File: src/rtl/trace_pkg.sv
// rtl/trace_pkg.sv - shared types and sizing helpers for the trace capture block
package trace_pkg;

  typedef enum logic [1:0] {
    IDLE    = 2'd0,
    RUN     = 2'd1,
    STOPPED = 2'd2
  } trace_state_e;

  localparam int DROP_CNT_W = 16;
  localparam int DEF_DATA_W = 16;
  localparam int DEF_TS_W   = 32;

  // Entry layout for the default widths; the FIFO stores the same {ts, data} packing.
  typedef struct packed {
    logic [DEF_TS_W-1:0]   ts;
    logic [DEF_DATA_W-1:0] data;
  } trace_entry_t;

  function automatic int level_w(input int depth);
    return $clog2(depth) + 1;
  endfunction

  function automatic int entry_w(input int data_w, input int ts_w);
    return data_w + ts_w;
  endfunction

endpackage

File: src/rtl/trace_capture_if.sv
// rtl/trace_capture_if.sv - event input and FWFT read port bundle
interface trace_capture_if #(
  parameter int DATA_W = 16,
  parameter int TS_W   = 32
);
  logic              evt_valid;
  logic [DATA_W-1:0] evt_data;
  logic              rd_valid;
  logic              rd_ready;
  logic [DATA_W-1:0] rd_data;
  logic [TS_W-1:0]   rd_ts;

  modport master (
    output evt_valid, evt_data, rd_ready,
    input  rd_valid, rd_data, rd_ts
  );

  modport slave (
    input  evt_valid, evt_data, rd_ready,
    output rd_valid, rd_data, rd_ts
  );
endinterface

File: src/rtl/trace_fifo.sv
// rtl/trace_fifo.sv - first-word-fall-through entry store with level tracking
module trace_fifo
  import trace_pkg::*;
#(
  parameter int W     = 48,
  parameter int DEPTH = 16
) (
  input  logic                     clk,
  input  logic                     rst,
  input  logic                     clear,
  input  logic                     push,
  input  logic [W-1:0]             wr_data,
  input  logic                     rd_ready,
  output logic                     rd_valid,
  output logic [W-1:0]             rd_data,
  output logic [$clog2(DEPTH):0]   level
);
  localparam int AW = $clog2(DEPTH);
  localparam int LW = level_w(DEPTH);

  logic [W-1:0]  mem [DEPTH];
  logic [AW-1:0] wptr_q, wptr_d;
  logic [AW-1:0] rptr_q, rptr_d;
  logic [LW-1:0] level_q, level_d;
  logic          pop;

  // Pointer/level update; the caller only pushes below DEPTH, a pop needs a registered entry.
  always_comb begin
    pop     = (level_q != '0) && rd_ready;
    wptr_d  = wptr_q;
    rptr_d  = rptr_q;
    level_d = level_q + LW'(push) - LW'(pop);
    if (push) wptr_d = wptr_q + AW'(1);
    if (pop)  rptr_d = rptr_q + AW'(1);
    if (clear) begin
      wptr_d  = '0;
      rptr_d  = '0;
      level_d = '0;
    end
  end

  // Control registers; storage is left unreset.
  always_ff @(posedge clk or posedge rst) begin
    if (rst) begin
      wptr_q  <= '0;
      rptr_q  <= '0;
      level_q <= '0;
    end else begin
      wptr_q  <= wptr_d;
      rptr_q  <= rptr_d;
      level_q <= level_d;
    end
  end

  // Storage write port.
  always_ff @(posedge clk) begin
    if (push && !clear) mem[wptr_q] <= wr_data;
  end

  assign rd_valid = (level_q != '0);
  assign rd_data  = mem[rptr_q];
  assign level    = level_q;

endmodule

File: src/rtl/trace_capture.sv
// rtl/trace_capture.sv - timestamped event capture with drop counting and stop-on-full
module trace_capture
  import trace_pkg::*;
#(
  parameter int DATA_W       = 16,
  parameter int TS_W         = 32,
  parameter int DEPTH        = 16,
  parameter bit STOP_ON_FULL = 1'b0
) (
  input  logic                   clk,
  input  logic                   rst,
  input  logic                   en,
  input  logic                   clear,
  trace_capture_if.slave         bus,
  output logic [$clog2(DEPTH):0] level,
  output logic [DROP_CNT_W-1:0]  drop_cnt,
  output logic                   stopped
);
  localparam int LW = level_w(DEPTH);
  localparam int EW = entry_w(DATA_W, TS_W);

  trace_state_e          state_q, state_d;
  logic [TS_W-1:0]       ts_q, ts_d;
  logic [DROP_CNT_W-1:0] drop_q, drop_d;
  logic                  push;
  logic                  drop;
  logic                  full;
  logic [EW-1:0]         rd_entry;

  assign full = (level == LW'(DEPTH));

  // Capture FSM, timestamp and drop counter; clear overrides everything.
  always_comb begin
    state_d = state_q;
    ts_d    = ts_q;
    drop_d  = drop_q;
    push    = 1'b0;
    drop    = 1'b0;
    case (state_q)
      IDLE: begin
        if (en) state_d = RUN;
      end
      RUN: begin
        ts_d = ts_q + TS_W'(1);
        if (bus.evt_valid) begin
          if (full) drop = 1'b1;
          else      push = 1'b1;
        end
        if (drop && STOP_ON_FULL) state_d = STOPPED;
        else if (!en)             state_d = IDLE;
      end
      STOPPED: begin
        state_d = STOPPED;
      end
      default: state_d = IDLE;
    endcase
    if (drop && (drop_q != '1)) drop_d = drop_q + DROP_CNT_W'(1);
    if (clear) begin
      state_d = IDLE;
      ts_d    = '0;
      drop_d  = '0;
    end
  end

  // State, timestamp and drop counter registers.
  always_ff @(posedge clk or posedge rst) begin
    if (rst) begin
      state_q <= IDLE;
      ts_q    <= '0;
      drop_q  <= '0;
    end else begin
      state_q <= state_d;
      ts_q    <= ts_d;
      drop_q  <= drop_d;
    end
  end

  trace_fifo #(
    .W     (EW),
    .DEPTH (DEPTH)
  ) u_fifo (
    .clk      (clk),
    .rst      (rst),
    .clear    (clear),
    .push     (push),
    .wr_data  ({ts_q, bus.evt_data}),
    .rd_ready (bus.rd_ready),
    .rd_valid (bus.rd_valid),
    .rd_data  (rd_entry),
    .level    (level)
  );

  assign bus.rd_ts   = rd_entry[EW-1:DATA_W];
  assign bus.rd_data = rd_entry[DATA_W-1:0];
  assign drop_cnt    = drop_q;
  assign stopped     = (state_q == STOPPED);

endmodule

File: src/flat_wrapper.sv
// flat-port wrapper written by rule: the top's interface ports become plain ports
module trace_capture_flat import trace_pkg::*;
#(
  parameter int DATA_W       = 16,
  parameter int TS_W         = 32,
  parameter int DEPTH        = 16,
  parameter bit STOP_ON_FULL = 1'b0
)
  (clk, rst, en, clear, level, drop_cnt, stopped, bus_evt_valid, bus_evt_data, bus_rd_ready, bus_rd_valid, bus_rd_data, bus_rd_ts);
  trace_capture_if #(.DATA_W(DATA_W), .TS_W(TS_W)) bus_i ();
  input  logic clk;
  input  logic rst;
  input  logic en;
  input  logic clear;
  output logic [$clog2(DEPTH):0] level;
  output logic [DROP_CNT_W-1:0] drop_cnt;
  output logic stopped;
  input wire logic [$bits(bus_i.evt_valid)-1:0] bus_evt_valid;
  input wire logic [$bits(bus_i.evt_data)-1:0] bus_evt_data;
  input wire logic [$bits(bus_i.rd_ready)-1:0] bus_rd_ready;
  output wire logic [$bits(bus_i.rd_valid)-1:0] bus_rd_valid;
  output wire logic [$bits(bus_i.rd_data)-1:0] bus_rd_data;
  output wire logic [$bits(bus_i.rd_ts)-1:0] bus_rd_ts;
  assign bus_i.evt_valid = bus_evt_valid;
  assign bus_i.evt_data = bus_evt_data;
  assign bus_i.rd_ready = bus_rd_ready;
  assign bus_rd_valid = bus_i.rd_valid;
  assign bus_rd_data = bus_i.rd_data;
  assign bus_rd_ts = bus_i.rd_ts;
  trace_capture #(.DATA_W(DATA_W), .TS_W(TS_W), .DEPTH(DEPTH), .STOP_ON_FULL(STOP_ON_FULL)) u_core (.clk(clk), .rst(rst), .en(en), .clear(clear), .bus(bus_i), .level(level), .drop_cnt(drop_cnt), .stopped(stopped));
endmodule
File: config.mk
export PLATFORM = sky130hd
export DESIGN_NAME = trace_capture_flat
export DESIGN_NICKNAME = d
export VERILOG_FILES = /design/src/rtl/trace_pkg.sv /design/src/rtl/trace_capture_if.sv /design/src/rtl/trace_fifo.sv /design/src/rtl/trace_capture.sv /design/src/flat_wrapper.sv
export SDC_FILE = /design/constraint.sdc
export NUM_CORES = 1
export LEC_CHECK = 0
export CAP_MARGIN = 20
export CORE_MARGIN = 1.5
export CORE_UTILIZATION = 60
export CTS_CLUSTER_DIAMETER = 30
export CTS_CLUSTER_SIZE = 40
export DETAILED_ROUTE_END_ITERATION = 16
export DONT_BUFFER_PORTS = 1
export PLACE_DENSITY = 0.76
export SYNTH_ARGS = -nofsm -noshare
export SYNTH_HDL_FRONTEND = slang
export SYNTH_HIERARCHICAL = 1
export SYNTH_SLANG_ARGS = --single-unit
File: constraint.sdc
create_clock -name clk -period 10.2 [get_ports clk]
set_input_delay 2.04 -clock clk [delete_from_list [all_inputs] [get_ports clk]]
set_output_delay 2.04 -clock clk [all_outputs]
set_load 0.01 [all_outputs]
# ---- Word level (Yosys, flattened, before mapping)
# Memory sizes are Yosys's and may differ from the RTL's.
# Index checks and enable logic that the tools add are counted.
dict set report totals {
  ff_bits 63
  elab_cells 51
  inputBits 22
  output_inout_bits 71
  ram_bits 768
  mem_count 1
}
dict set report op_classes {
  n_addsub 6
  n_eq_ne 6
  mux 21
  n_reduce_logical 11
}
# memory depth word_bits rd rd_ports_with_merged_regs write_ports line
set mem_list {}
lappend mem_list {u_core.u_fifo.mem 16 48 1 0 1 trace_fifo.sv:21} ;# logic [W-1:0] mem [DEPTH];
# op n
set op_table {}
lappend op_table {{$mux 32} 2}
lappend op_table {{$add 32x1->32 const B} 1}
lappend op_table {{$mux 16} 2}
lappend op_table {{$add 16x1->16 const B} 1}
lappend op_table {{$mux 4} 4}
lappend op_table {{$ne 16x16->1 const B} 1}
lappend op_table {{$add 4x1->4 const B} 2}
lappend op_table {{$mux 1} 8}
lappend op_table {{$reduce_bool 2->1} 4}
lappend op_table {{$mux 2} 3}
lappend op_table {{$ne 3x3->1 const B} 2}
lappend op_table {{$pmux 2 s3} 1}
lappend op_table {{$add 5x1->5} 1}
lappend op_table {{$eq 5x5->1 const B} 1}
lappend op_table {{$mux 5} 1}
lappend op_table {{$reduce_bool 5->1} 1}
lappend op_table {{$sub 5x1->5} 1}
lappend op_table {{$logic_and 1x1->1} 3}
lappend op_table {{$eq 2x1->1 const B} 1}
lappend op_table {{$eq 2x2->1 const B} 1}
lappend op_table {{$logic_not 2->1} 1}
lappend op_table {{$reduce_and 2->1} 1}
lappend op_table {{$logic_not 1->1} 1}

# ---- Depth between registers and ports, before layout
# Gate-level depths: netlist of run 1.
dict set report logic_depth {
  depth_word 7
  ltp_mapped 15
  mapped_depth_nobuf 14
}

# ---- By module
# Netlist of run 1, hierarchy kept.
# mod area_per_inst_um2 cells_per_inst seq_area_each_um2 n_inst
set modules_own_cells {}
lappend modules_own_cells {trace_fifo 30196.5 1477 23387.4 1}
lappend modules_own_cells {trace_capture 2670.1 272 1251.2 1}

# ---- Worst setup path after synthesis of run 1
# Ideal clock, no wire load.
dict set report synth_path {
  kind {input port to flip-flop}
  startpoint {input bus_evt_valid}
  endpoint {memory u_core.u_fifo.mem[4][0], enable pin}
  setup_time_ns 0.410
  n_path_buf 0
  slack_ns 5.624
  t_required_ns 9.790
  arrival_time_ns 4.165
  stages 5
  cell_sequence {nand2_1 a21oi_1 inv_1 nor4b_1 and2_1}
}
dict set report synth_between {
  elab_chain_cells 5
}
# element line
set synth_rtl {}
lappend synth_rtl {{start, declared} flat_wrapper.sv:18} ;# input wire logic [$bits(bus_i.evt_valid)-1:0] bus_evt_valid;
lappend synth_rtl {{$mux 1} trace_capture.sv:45} ;# if (bus.evt_valid) begin
lappend synth_rtl {{$mux 1} trace_capture.sv:39} ;# case (state_q)
lappend synth_rtl {{net u_core.push} trace_capture.sv:25} ;# logic push;
lappend synth_rtl {{$logic_and 1x1->1} trace_fifo.sv:57} ;# if (push && !clear) mem[wptr_q] <= wr_data;
lappend synth_rtl {{$mux 1} trace_fifo.sv:57}
lappend synth_rtl {{$mux 1 (implied by the code)} trace_fifo.sv:57}
lappend synth_rtl {{end, declared} trace_fifo.sv:21}
# The timed path passes the listed nets, and every way through them passes these cells.

# ---- Worst setup path after layout of run 1
dict set report layout_path {
  startpoint {register u_core.u_fifo.rptr_q[1]}
  endpoint {output bus_rd_ts[21]}
}
dict set report layout_between {
  elab_chain_cells 1
}
# element line
set layout_rtl {}
lappend layout_rtl {{start, declared} trace_fifo.sv:23} ;# logic [AW-1:0] rptr_q, rptr_d;
lappend layout_rtl {{start signal, assigned} trace_fifo.sv:50} ;# rptr_q <= rptr_d;
lappend layout_rtl {{$mem_v2 16x48} n/a}
lappend layout_rtl {{end, declared} flat_wrapper.sv:23} ;# output wire logic [$bits(bus_i.rd_ts)-1:0] bus_rd_ts;
# Every way passes these cells.

==> results of run 1 <==
==> cell usage after synthesis (8+ instances only) <==
library cell,n
xor2_1,27
nand4_1,20
a22oi_1,48
mux2i_1,194
a221oi_2,14
ha_1,13
buf_4,16
nor2_1,59
nand3_1,20
mux4_2,96
dfrtp_1,63
edfxtp_1,768
buf_2,28
inv_1,20
a21oi_1,8
nand2_1,69
o21ai_0,51
a221oi_1,82
clkbuf_1,41
and2_1,19
xnor2_1,23
==> worst max path at each step <==
stage                                              startpoint                           endpoint  slack, ns  depth (start not counted)
after floorplan                                 bus_evt_valid  u_core/u_fifo/mem[4][0]$_DFFE_PP_       5.62                          5
after global placement    u_core/u_fifo/rptr_q[1]$_DFFE_PP0P_                      bus_rd_ts[21]       5.36                          5
after detailed placement  u_core/u_fifo/rptr_q[1]$_DFFE_PP0P_                      bus_rd_ts[18]       5.34                          5
after CTS                 u_core/u_fifo/rptr_q[1]$_DFFE_PP0P_                       bus_rd_ts[6]       4.52                          5
after global routing      u_core/u_fifo/rptr_q[1]$_DFFE_PP0P_                      bus_rd_ts[17]       4.35                          5
final                     u_core/u_fifo/rptr_q[1]$_DFFE_PP0P_                      bus_rd_ts[21]       4.48                          5
==> flip-flops by register name, indices dropped and copies added, names as in the netlist <==
register and flops:
u_core/drop_cnt 16, u_core/state_q 2, u_core/ts_q 32, u_core/u_fifo/level 5, u_core/u_fifo/mem 768, u_core/u_fifo/rptr_q 4, u_core/u_fifo/wptr_q 4
==> through the flow <==
step	power [mW]	cells	hold slack, ns	util
CTS	9.52	2636	0.481	0.709
global placement	4.85	2380	0.447	0.621
detailed placement	4.86	2380	0.461	0.621
global route	9.75	2636	0.517	0.709
finish	9.46	2636	0.476	0.709
floorplan	4.68	1749	0.430	-
==> layer usage <==
metal,part of all wire,up-vias,track usage
met3,0.094,159,0.0692
met5,0,-,0
met1,0.39,8990,0.370
met4,0.026,0,0.102
met2,0.49,874,0.432
li1,-,7332,-
==> cell families after synthesis <==
kind of cell | Yosys count | synth area share
and+or+nand+nor | 234 | 0.0367
adders and majority gates | 14 | 0.00556
buffers and inverters | 113 | 0.0169
muxes | 290 | 0.125
DFF | 831 | 0.750
xor gates and xnor gates | 50 | 0.0133
AOI/OAI and AO/OA | 217 | 0.0530
==> report_power, final <==
part	switching, mW	internal, mW	total, mW
Clock	1.62	3.05	4.66
Combinational	0.528	0.475	1.00
Sequential	0.0724	3.72	3.79
Total	2.22	7.24	9.46
==> worst max-delay path, cell delays in order, from the launching register on <==
cell and delay, ns:
dfrtp_4 0.72, and2_4 0.60, buf_4 0.87, a221oi_1 0.28
a22oi_1 0.23, nand2_1 0.19
==> final cells by class <==
class,count,area [um^2],share of cell area
clock buffer,166,3750,0.0979
clock inverter,90,1000,0.0261
inverter,20,75.1,0.00196
multi-input combinational,805,7700,0.201
sequential,831,24600,0.644
tap,696,871,0.0227
timing repair buffer,28,235,0.00615
==> Implementation_results.wiki, run 1 <==
{| class="wikitable"
! Metric !! Value
|-
| RSZ-0062 raised after global routing || no
|-
| Synth cell types || 53
|-
| Maximum operating frequency || about 0.17 GHz
|-
| Dominant synthesized flop cell || edfxtp_1
|-
| Detail Route Antenna Nets || 0
|-
| Worst-path clk slew || 0.06 ns
|-
| Pre-Repair DR Iteration Count || 5
|-
| Hold WC Path Type || register to register
|-
| Design Area, Final || approximately 38000 um^2
|-
| Maximum number of buffers from clock root to sink || 3
|-
| Sort of element at the start of the critical path || register
|-
| Sequential element share of the synthesized area || 0.750
|-
| Data required, critical path || ~8.2 ns
|-
| CTS tree || yes
|-
| R2r endpoint || u_core/u_fifo/mem[6][13]$_DFFE_PP_
|-
| Global router's overall resource usage || 0.273
|-
| Fraction of synthesis flops using an asynchronous set or reset pin || 0.0758
|-
| Top fanout value on the critical path || just under 60
|-
| Setup total negative slack || 0 ns
|-
| Status || completed
|-
| Buffer count from post-CTS setup fixing || 0
|-
| Cell taking the most area after synthesis || edfxtp_1
|-
| Average footprint of a synthesized cell || ~19 um^2
|-
| Number of clock sinks || roughly 830
|-
| Post-detailed-placement half-perimeter wirelength || about 33000 um
|-
| Overall die area || approximately 56000 um^2
|-
| Actual transition at the worst max-transition pin || roughly 1.1 ns
|-
| Most common cell after layout, fill and taps aside || edfxtp_1
|-
| Worst hold endpoint || u_core/state_q[0]$_DFFE_PP0P_
|-
| Average via count per standard cell || 6.58
|-
| Cell count after synthesis || 1749
|-
| Core outline area || ~54000 um^2
|-
| Nets in the synthesized netlist || approximately 1800
|-
| Total via count in the routed design || about 17000
|-
| Placed cell areas || 33500 um^2
|-
| Area share of the largest cell type after synthesis || 0.702
|-
| Die H || ~240 um
|-
| Synth Warn # || 6
|-
| CTS root buffer || clkbuf_16
|-
| Count of cells along the worst register-to-register path || 7
|-
| Worst Hold Path Cells || 1
|-
| Count of boundary I/O pins || a little over 90
|-
| Most area-consuming cells after synthesis || edfxtp_1 (70%), mux4_2 (6.6%), mux2i_1 (5.9%), dfrtp_1 (4.8%), a221oi_1 (2.2%)
|-
| Number of pins exceeding their max-slew limit in the final report || 0
|-
| Pre-CTS worst setup slack || ~5.3 ns
|-
| Number of I/O port buffers || 0
|-
| Origin of the worst min-delay path || u_core/state_q[1]$_DFFE_PP0P_
|-
| Final weighted congestion in routability-driven placement || around 0.75
|-
| Number of enable flip-flop cells after synthesis || ~770
|-
| Die extent in x || about 240 um
|-
| Tcrit/Tclk final || 0.561
|-
| Wire length of the first global-routing pass || 111000 um
|-
| Starting density of the core || 0.608
|-
| # fillers || 3163
|-
| Slack of the worst reg-to-reg path || 6.58 ns
|-
| Cts repair resizes || 0
|-
| Final hold violation count || 0
|-
| Max-capacitance violation count || 0
|-
| Final routed DRC violation total || 0
|-
| Antenna diodes || 0
|-
| Initial antenna violation count || 0
|-
| Aggregate global routing overflow || 0
|-
| Via count of the first global-routing pass || 18000
|-
| Violation count after the first detailed-route iteration || 1794
|-
| Insertion delay of the later-clocked pin in the worst-skew pair || about 0.72 ns
|-
| Leakage power of the design || 12.6 nW
|-
| Share of cells above drive strength 1 || 0.209
|-
| Fin Clk Skew || 0.0340 ns
|-
| Area Growth Syn to Fin || 16.5%
|-
| Mapped Area || ~33000 um^2
|-
| Commonest cells after routing, fill and taps aside || edfxtp_1 (768), mux2i_1 (194), clkbuf_16 (146)
|-
| Final Worst Setup Slack || ~4.5 ns
|-
| Crit. End Element || primary output
|-
| Largest net degree at the start of global routing || between 100 and 150
|-
| CTS Buf Count || ~140
|-
| CP Class || register to primary output
|-
| Wire length per cell after detailed routing || roughly 28 um
|-
| Hold Buf Count CTS || 0
|-
| Tightest slew margin relative to the limit || 0.272
|-
| H-tree lvl count || 4
|-
| Startpoint of the lowest-slack register-to-register path || u_core/state_q[1]$_DFFE_PP0P_
|-
| Total setup violations reported at the end of the flow || 0
|-
| Arrival @ worst endpoint || ~3.7 ns
|-
| FP Rows || 85
|-
| Flop and latch count out of synthesis || 831
|-
| Maximum resistive drop on vdd || 0.182 mV
|-
| Post-layout nets || 1861
|-
| Tmin final || about 5.7 ns
|-
| Power per unit of standard cell area || around 250 nW/um^2
|-
| Routed wire length || about 74000 um
|}
Power figures use the tool's default switching activity.
==> run 2: changes to the inputs <==
==> constraint.sdc (replaced) <==
create_clock -name clk -period 5.4 [get_ports clk]
set_input_delay 1.08 -clock clk [delete_from_list [all_inputs] [get_ports clk]]
set_output_delay 1.08 -clock clk [all_outputs]
set_load 0.01 [all_outputs]
==> run 2 against run 1 <==
Register-to-register slack worse by 5.1 ns. Clock power up 92%. Sequential share of layout area down 0.48 points. Largest cell class unchanged.
==> Implementation_results.wiki, run 2 (synthesized netlist as in run 1, its figures left out) <==
{| class="wikitable"
! Metric !! Value
|-
| Worst-path clk slew || 0.04 ns (-0.02 ns)
|-
| Crit. End Element || primary output
|-
| Overall die area || 56200 um^2 (unchanged)
|-
| Fin Clk Skew || 0.0208 ns (-0.0132 ns)
|-
| Internal power contribution || 13.8 mW (+91%)
|-
| Data required, critical path || 4.32 ns (-3.84 ns)
|-
| Total via count in the routed design || 17600 (+1.3%)
|-
| CP Class || register to primary output
|-
| Count of boundary I/O pins || 93 (unchanged)
|-
| Tmin final || about 4.5 ns
|-
| Die H || 237 um (unchanged)
|-
| Hold slack || 0.253 ns (-0.223 ns)
|-
| Max-capacitance violation count || 0 (unchanged)
|-
| Sw Ratio || 0.237 (+0.00261)
|-
| Placed cell areas || 33700 um^2 (+0.59%)
|-
| Cts repair resizes || 0 (unchanged)
|-
| Share of cells above drive strength 1 || 0.219 (+0.00982)
|-
| Top fanout value on the critical path || 33 (-44%)
|-
| Post-layout nets || 1881 (+1.1%)
|-
| H-tree lvl count || 4 (unchanged)
|-
| Register containing the most flip-flops in the final layout || u_core/u_fifo/mem
|-
| Number of flip-flops in the largest register || 768 (unchanged)
|-
| FP Rows || 85 (unchanged)
|-
| Pre-Repair DR Iteration Count || 6 (+1)
|-
| Area Growth Syn to Fin || 17.3%
|-
| Maximum operating frequency || 0.220 GHz
|-
| CTS Buf Count || 140 (+0.72%)
|-
| Detail Route Antenna Nets || 0 (unchanged)
|-
| Initial antenna violation count || 1 (+1)
|-
| Wire length per cell after detailed routing || 28.9 um (+2.8%)
|-
| Starting density of the core || 0.608 (unchanged)
|-
| Power, Total || 18.1 mW (+92%)
|-
| Largest net degree at the start of global routing || 77 (-37%)
|-
| Final core utilization || 0.714 (+0.00535)
|-
| Number of I/O port buffers || 0 (unchanged)
|-
| Net switching power || 4.30 mW (+94%)
|-
| Slack of the worst reg-to-reg path || 1.51 ns (-5.07 ns)
|-
| Tcrit/Tclk final || 0.841
|-
| Aggregate global routing overflow || 0 (unchanged)
|-
| Count of cells along the worst register-to-register path || 7 (unchanged)
|-
| Category of cells accounting for the largest share of critical-path delay || simple AND/OR/NAND/NOR gates
|-
| Commonest cells after routing, fill and taps aside || edfxtp_1 (768), mux2i_1 (194), clkbuf_16 (146)
|-
| Final routed DRC violation total || 0 (unchanged)
|-
| Hold Buf Count CTS || 0 (unchanged)
|-
| Share of power burned in the clock network || 0.493 (about the same)
|-
| R2r endpoint || u_core/u_fifo/mem[6][3]$_DFFE_PP_
|-
| Routed wire length || 76700 um (+3.6%)
|-
| Die extent in x || 237 um (unchanged)
|-
| Number of clock sinks || 831 (unchanged)
|-
| Buffering stage count on the worst path with inverters included || 1 (unchanged)
|-
| Longest individual stage delay on the worst path || 0.76 ns (-0.11 ns)
|-
| Status || completed
|-
| Final Worst Setup Slack || 0.861 ns (-3.62 ns)
|-
| Sort of element at the start of the critical path || register
|-
| Leakage power of the design || 12.7 nW (+0.65%)
|-
| Power per unit of standard cell area || 470 nW/um^2 (+90%)
|-
| Number of pins exceeding their max-slew limit in the final report || 0 (unchanged)
|-
| Insertion delay of the later-clocked pin in the worst-skew pair || 0.71 ns (about the same)
|-
| Via count of the first global-routing pass || 18300 (+1.4%)
|-
| CTS root buffer || clkbuf_16
|-
| Wire length of the first global-routing pass || 114000 um (+2.7%)
|-
| Final hold violation count || 0 (unchanged)
|-
| Master of the slowest instance on the critical path || dfrtp_4
|-
| Maximum number of buffers from clock root to sink || 3 (unchanged)
|-
| Most common cell after layout, fill and taps aside || edfxtp_1
|-
| Hold WC Path Type || input port to async pin
|-
| Tightest slew margin relative to the limit || 0.240 (-0.0322)
|-
| RSZ-0062 raised after global routing || no
|-
| Relative contribution of combinational cells to total power || 0.111 (+0.005)
|-
| Setup total negative slack || 0 ns (unchanged)
|-
| Non-filler instance count after layout || 2655 (+0.72%)
|-
| Core outline area || 54000 um^2 (unchanged)
|-
| Actual transition at the worst max-transition pin || 1.14 ns (+0.0467 ns)
|-
| Maximum resistive drop on vdd || 0.296 mV (+63%)
|-
| Buffer count from post-CTS setup fixing || 0 (unchanged)
|-
| Arrival @ worst endpoint || 3.46 ns (-0.22 ns)
|-
| Startpoint of the lowest-slack register-to-register path || u_core/state_q[1]$_DFFE_PP0P_
|-
| Sequential share of power || 0.396 (-0.005)
|-
| Design Area, Final || 38600 um^2 (+0.75%)
|-
| Violation count after the first detailed-route iteration || 1866 (+4.0%)
|-
| Total setup violations reported at the end of the flow || 0 (unchanged)
|-
| Average via count per standard cell || 6.62 (+0.53%)
|-
| Global router's overall resource usage || 0.280 (+0.00775)
|-
| Pre-CTS worst setup slack || 1.40 ns (-3.94 ns)
|-
| Cell count after placement || 2398 (+0.76%)
|-
| Final weighted congestion in routability-driven placement || 0.754 (+1.2%)
|-
| Cells along the critical path || and2_4 > buf_4 > a221oi_1 > o21ai_0 > nand2_1
|-
| CTS tree || yes
|-
| Post-detailed-placement half-perimeter wirelength || 40700 um (+23%)
|}
run 2: cell count changes in the layout (fill, tap and decap cells not counted):
cell	delta
buf_4	+13
clkinv_4	+11
inv_6	-9
buf_12	+6
clkbuf_1	-5
bufinv_16	+3
clkbuf_8	-2
clkinvlp_4	+1
diode_2	+1
run 2: worst max path at each step:
stage / start / to / slack, ns / cells past startpoint
after floorplan: bus_evt_valid / u_core/u_fifo/mem[4][0]$_DFFE_PP_ / 1.78 / 5
after global placement: bus_evt_valid / u_core/u_fifo/mem[6][47]$_DFFE_PP_ / 1.58 / 6
after detailed placement: bus_evt_valid / u_core/u_fifo/mem[6][3]$_DFFE_PP_ / 1.40 / 6
after CTS: u_core/u_fifo/rptr_q[1]$_DFFE_PP0P_ / bus_rd_ts[0] / 0.91 / 5
after global routing: u_core/u_fifo/rptr_q[0]$_DFFE_PP0P_ / bus_rd_ts[29] / 0.80 / 5
final: u_core/u_fifo/rptr_q[1]$_DFFE_PP0P_ / bus_rd_ts[15] / 0.86 / 5
run 2: layer usage:
metal	global-route usage	up-vias	wire length, um
met3	0.0831	147	6950
met1	0.359	9162	29200
met5	0	-	0
li1	-	7353	-
met2	0.459	911	38500
met4	0.101	0	1950
run 2: area by class of cell:
type                    count  area [um^2]
flip-flops and latches    831        24600
fillers                  3149        15500
multi-input cells         805         7700
clock buffers             159         3700
clock inverters            96         1110
well taps                 696          871
repair buffers             47          453
inverters                  20         75.1
diodes                      1         2.50
run 2: power by group through the flow:
| stage | combinational [mW] | clock, mW | sequential, mW |
|---|---|---|---|
| final | 2.02 | 8.93 | 7.18 |
| after global routing | 2.14 | 9.32 | 7.18 |
| after CTS | 2.03 | 9.00 | 7.18 |
| after detailed placement | 2.01 | 0 | 7.30 |
| after global placement | 1.98 | 0 | 7.30 |
| after floorplan | 1.66 | 0 | 7.19 |
==> run 3: changes to the inputs <==
--- a/config.mk
+++ b/config.mk
@@ -7,12 +7,12 @@
 export LEC_CHECK = 0
 export CAP_MARGIN = 20
 export CORE_MARGIN = 1.5
-export CORE_UTILIZATION = 60
+export CORE_UTILIZATION = 57
 export CTS_CLUSTER_DIAMETER = 30
 export CTS_CLUSTER_SIZE = 40
 export DETAILED_ROUTE_END_ITERATION = 16
 export DONT_BUFFER_PORTS = 1
-export PLACE_DENSITY = 0.76
+export PLACE_DENSITY = 0.75
 export SYNTH_ARGS = -nofsm -noshare
 export SYNTH_HDL_FRONTEND = slang
 export SYNTH_HIERARCHICAL = 1
==> constraint.sdc (replaced) <==
create_clock -name clk -period 3.75 [get_ports clk]
set_input_delay 0.75 -clock clk [delete_from_list [all_inputs] [get_ports clk]]
set_output_delay 0.75 -clock clk [all_outputs]
set_load 0.01 [all_outputs]
==> run 3 against run 2 <==
Via count decreased by 0.70%. Core utilization decreased by 2.5 points. Non-clock buffer count increased by 12. Global-route usage decreased by 2.4 points. Setup slack got worse by 0.75 ns. Combinational power increased by 47%. Sequential share of layout area decreased by 0.83 points. Die area increased by 5.2%. Critical path type unchanged.
==> Implementation_results.wiki, run 3 (synthesized netlist as in run 1, its figures left out) <==
{| class="wikitable"
! Metric !! Value
|-
| Number of clock sinks || 831 (unchanged)
|-
| Largest net degree at the start of global routing || 68 (-12%)
|-
| Antenna diodes || 0 (-1)
|-
| Tightest slew margin relative to the limit || 0.337 (+0.0972)
|-
| Detail Route Antenna Nets || 0 (unchanged)
|-
| Wire length of the first global-routing pass || 112000 um (-2.0%)
|-
| Status || completed
|-
| Crit. End Element || primary output
|-
| Max-capacitance violation count || 0 (unchanged)
|-
| Total setup violations reported at the end of the flow || 0 (unchanged)
|-
| Die H || 243 um (+2.6%)
|-
| Fin Clk Skew || 0.0250 ns (+0.00419 ns)
|-
| Worst path depth || 6 (+1)
|-
| Initial antenna violation count || 0 (-1)
|-
| Most common cell after layout, fill and taps aside || edfxtp_1
|-
| Worst Hold Path Cells || 1
|-
| Overall die area || 59100 um^2 (+5.2%)
|-
| Core outline area || 56700 um^2 (+5.0%)
|-
| Final weighted congestion in routability-driven placement || 0.756 (+0.25%)
|-
| Placed cell areas || 34200 um^2 (+1.4%)
|-
| Register containing the most flip-flops in the final layout || u_core/u_fifo/mem
|-
| Average via count per standard cell || 6.39 (-3.5%)
|-
| Count of boundary I/O pins || 93 (unchanged)
|-
| CTS root buffer || clkbuf_16
|-
| Routed wire length || 74300 um (-3.1%)
|-
| Data required, critical path || 3.00 ns (-1.32 ns)
|-
| Sort of element at the start of the critical path || register
|-
| CP Class || register to primary output
|-
| Commonest cells after routing, fill and taps aside || edfxtp_1 (768), mux2i_1 (194), clkbuf_16 (148)
|-
| Hold WC Path Type || input port to register
|-
| Starting density of the core || 0.580 (-0.0288)
|-
| Global router's overall resource usage || 0.257 (-0.0235)
|-
| Leakage power of the design || 12.8 nW (+0.96%)
|-
| Maximum resistive drop on vdd || 0.488 mV (+65%)
|-
| FP Rows || 87 (+2.4%)
|-
| Final hold violation count || 0 (unchanged)
|-
| Die extent in x || 243 um (+2.6%)
|-
| Arrival @ worst endpoint || 2.89 ns (-0.57 ns)
|-
| Wire length per cell after detailed routing || 27.2 um (-5.8%)
|-
| Tcrit/Tclk final || 0.971
|-
| Actual transition at the worst max-transition pin || 0.990 ns (-0.148 ns)
|-
| H-tree lvl count || 4 (unchanged)
|-
| # fillers || 3384 (+7.5%)
|-
| Setup total negative slack || 0 ns (unchanged)
|-
| Buffering stage count on the worst path with inverters included || 2 (+1)
|-
| Master of the slowest instance on the critical path || dfrtp_4
|-
| Number of flip-flops in the largest register || 768 (unchanged)
|-
| Cell type with the highest occurrence count on the critical path || buf_12
|-
| Total via count in the routed design || 17500 (-0.70%)
|-
| Number of pins exceeding their max-slew limit in the final report || 0 (unchanged)
|-
| RSZ-0062 raised after global routing || no
|-
| Post-detailed-placement half-perimeter wirelength || 37800 um (-7.1%)
|-
| Top fanout value on the critical path || 28 (-15%)
|-
| Worst-path clk slew || 0.05 ns (about the same)
|-
| Maximum number of buffers from clock root to sink || 3 (unchanged)
|-
| Count of cells along the worst register-to-register path || 14 (+7)
|-
| Maximum operating frequency || about 0.27 GHz
|-
| Cells along the critical path || buf_12 > buf_12 > mux2i_1 > a221oi_1 > o21ai_0 > nand2_1
|-
| Insertion delay of the later-clocked pin in the worst-skew pair || 0.72 ns (about the same)
|-
| Final routed DRC violation total || 0 (unchanged)
|-
| Violation count after the first detailed-route iteration || 1695 (-9.2%)
|-
| Post-layout nets || 1896 (+0.80%)
|-
| CTS tree || yes
|-
| Area Growth Syn to Fin || 18.9%
|-
| Pre-Repair DR Iteration Count || 5 (-1)
|-
| Total area of multi-input combinational cells || 7710 um^2 (about the same)
|-
| Via count of the first global-routing pass || 18400 (+0.40%)
|-
| Category of cells accounting for the largest share of critical-path delay || flip-flops
|-
| Share of cells above drive strength 1 || 0.223 (+0.00408)
|-
| CTS Buf Count || 143 (+2.1%)
|-
| Power per unit of standard cell area || 665 nW/um^2 (+42%)
|-
| Longest individual stage delay on the worst path || 0.69 ns (-0.07 ns)
|-
| Tmin final || between 3 and 4 ns
|-
| Number of I/O port buffers || 0 (unchanged)
|-
| Design Area, Final || 39100 um^2 (+1.3%)
|-
| Aggregate global routing overflow || 0 (unchanged)
|-
| Area occupied by registers || 24600 um^2 (unchanged)
|}
## run 3: cell count changes in the layout (fill, tap and decap cells not counted), moves of 2 or more
| cell | change |
|---|---|
| buf_12 | +22 |
| buf_4 | -15 |
| clkbuf_1 | +8 |
| clkbuf_8 | +7 |
| clkinv_4 | -6 |
| bufinv_16 | -5 |
| buf_6 | +2 |
| clkbuf_16 | +2 |
| clkinv_1 | -2 |
| clkinv_2 | -2 |
| clkinvlp_4 | +2 |
| inv_16 | +2 |
## run 3: worst paths after layout
kind | startpoint | end | slack (ns)
max in group asynchronous | rst | u_core/ts_q[10]$_DFFE_PP0P_ | 2.33
hold reg to reg | u_core/state_q[1]$_DFFE_PP0P_ | u_core/state_q[0]$_DFFE_PP0P_ | 0.45
setup reg to reg | u_core/u_fifo/level[3]$_DFF_PP0_ | u_core/u_fifo/level[4]$_DFF_PP0_ | 0.60
hold / removal | clear | u_core/drop_cnt[12]$_DFFE_PP0P_ | 0.1
setup / recovery | u_core/u_fifo/rptr_q[0]$_DFFE_PP0P_ | bus_rd_ts[8] | 0.11
min in group asynchronous | rst | u_core/drop_cnt[8]$_DFFE_PP0P_ | 0.60
## run 3: repair_timing
| action | 4_1_cts | 5_1_grt |
|---|---|---|
| hold endpoints to repair | 25 | 0 |
| gates resized for setup | 0 | 4 |
| endpoints found under the setup margin | 0 | 5 |
| hold buffers | 1 | 0 |
| buffers inserted | 0 | 0 |
## run 3: report_power, final
part	switching (mW)	internal (mW)	leakage, nW	total, mW
combinational	1.55	1.41	2.77	2.96
clock	4.46	8.32	2.31	12.8
sequential	0.140	10.1	7.73	10.3
## run 3: cell type report
class / instances / share of cell area
clock buffers: 175 / 0.0986
repair buffers: 59 / 0.0222
clock inverters: 86 / 0.0251
well taps: 756 / 0.0242
multi-input cells: 805 / 0.197
inverters: 20 / 0.00192
flip-flops and latches: 831 / 0.631
## run 3: layer usage
metal  GRT usage  up-vias  part of all wire
li1            -     7407                 -
met1       0.334     9101              0.39
met2       0.421      786              0.51
met3      0.0541      156             0.073
met4       0.113        0             0.029
met5           0        -                 0
## run 3: worst reg2reg max path: stages, from the launching register on
cell and delay (ns):
dfrtp_1 0.46, inv_1 0.12, ha_1 0.13, or4b_1 0.63
nand2_1 0.21, inv_1 0.06, ha_1 0.26, inv_1 0.06
ha_1 0.15, inv_1 0.06, fa_1 0.39, nor2b_1 0.17
o21bai_1 0.10, nand3_1 0.08, nor3b_1 0.18
## run 3: through the flow
stage               setup slack, ns  power [mW]  cells   util  hold slack [ns]
floorplan                     0.464        12.7   1749      -            0.430
global placement              0.631        13.3   2469  0.603            0.440
detailed placement            0.585        13.3   2469  0.603            0.449
CTS                          0.0543        26.1   2731  0.688           0.0709
global route                 0.0148        26.8   2732  0.689           0.0779
finish                        0.110        26.0   2732  0.689           0.0991
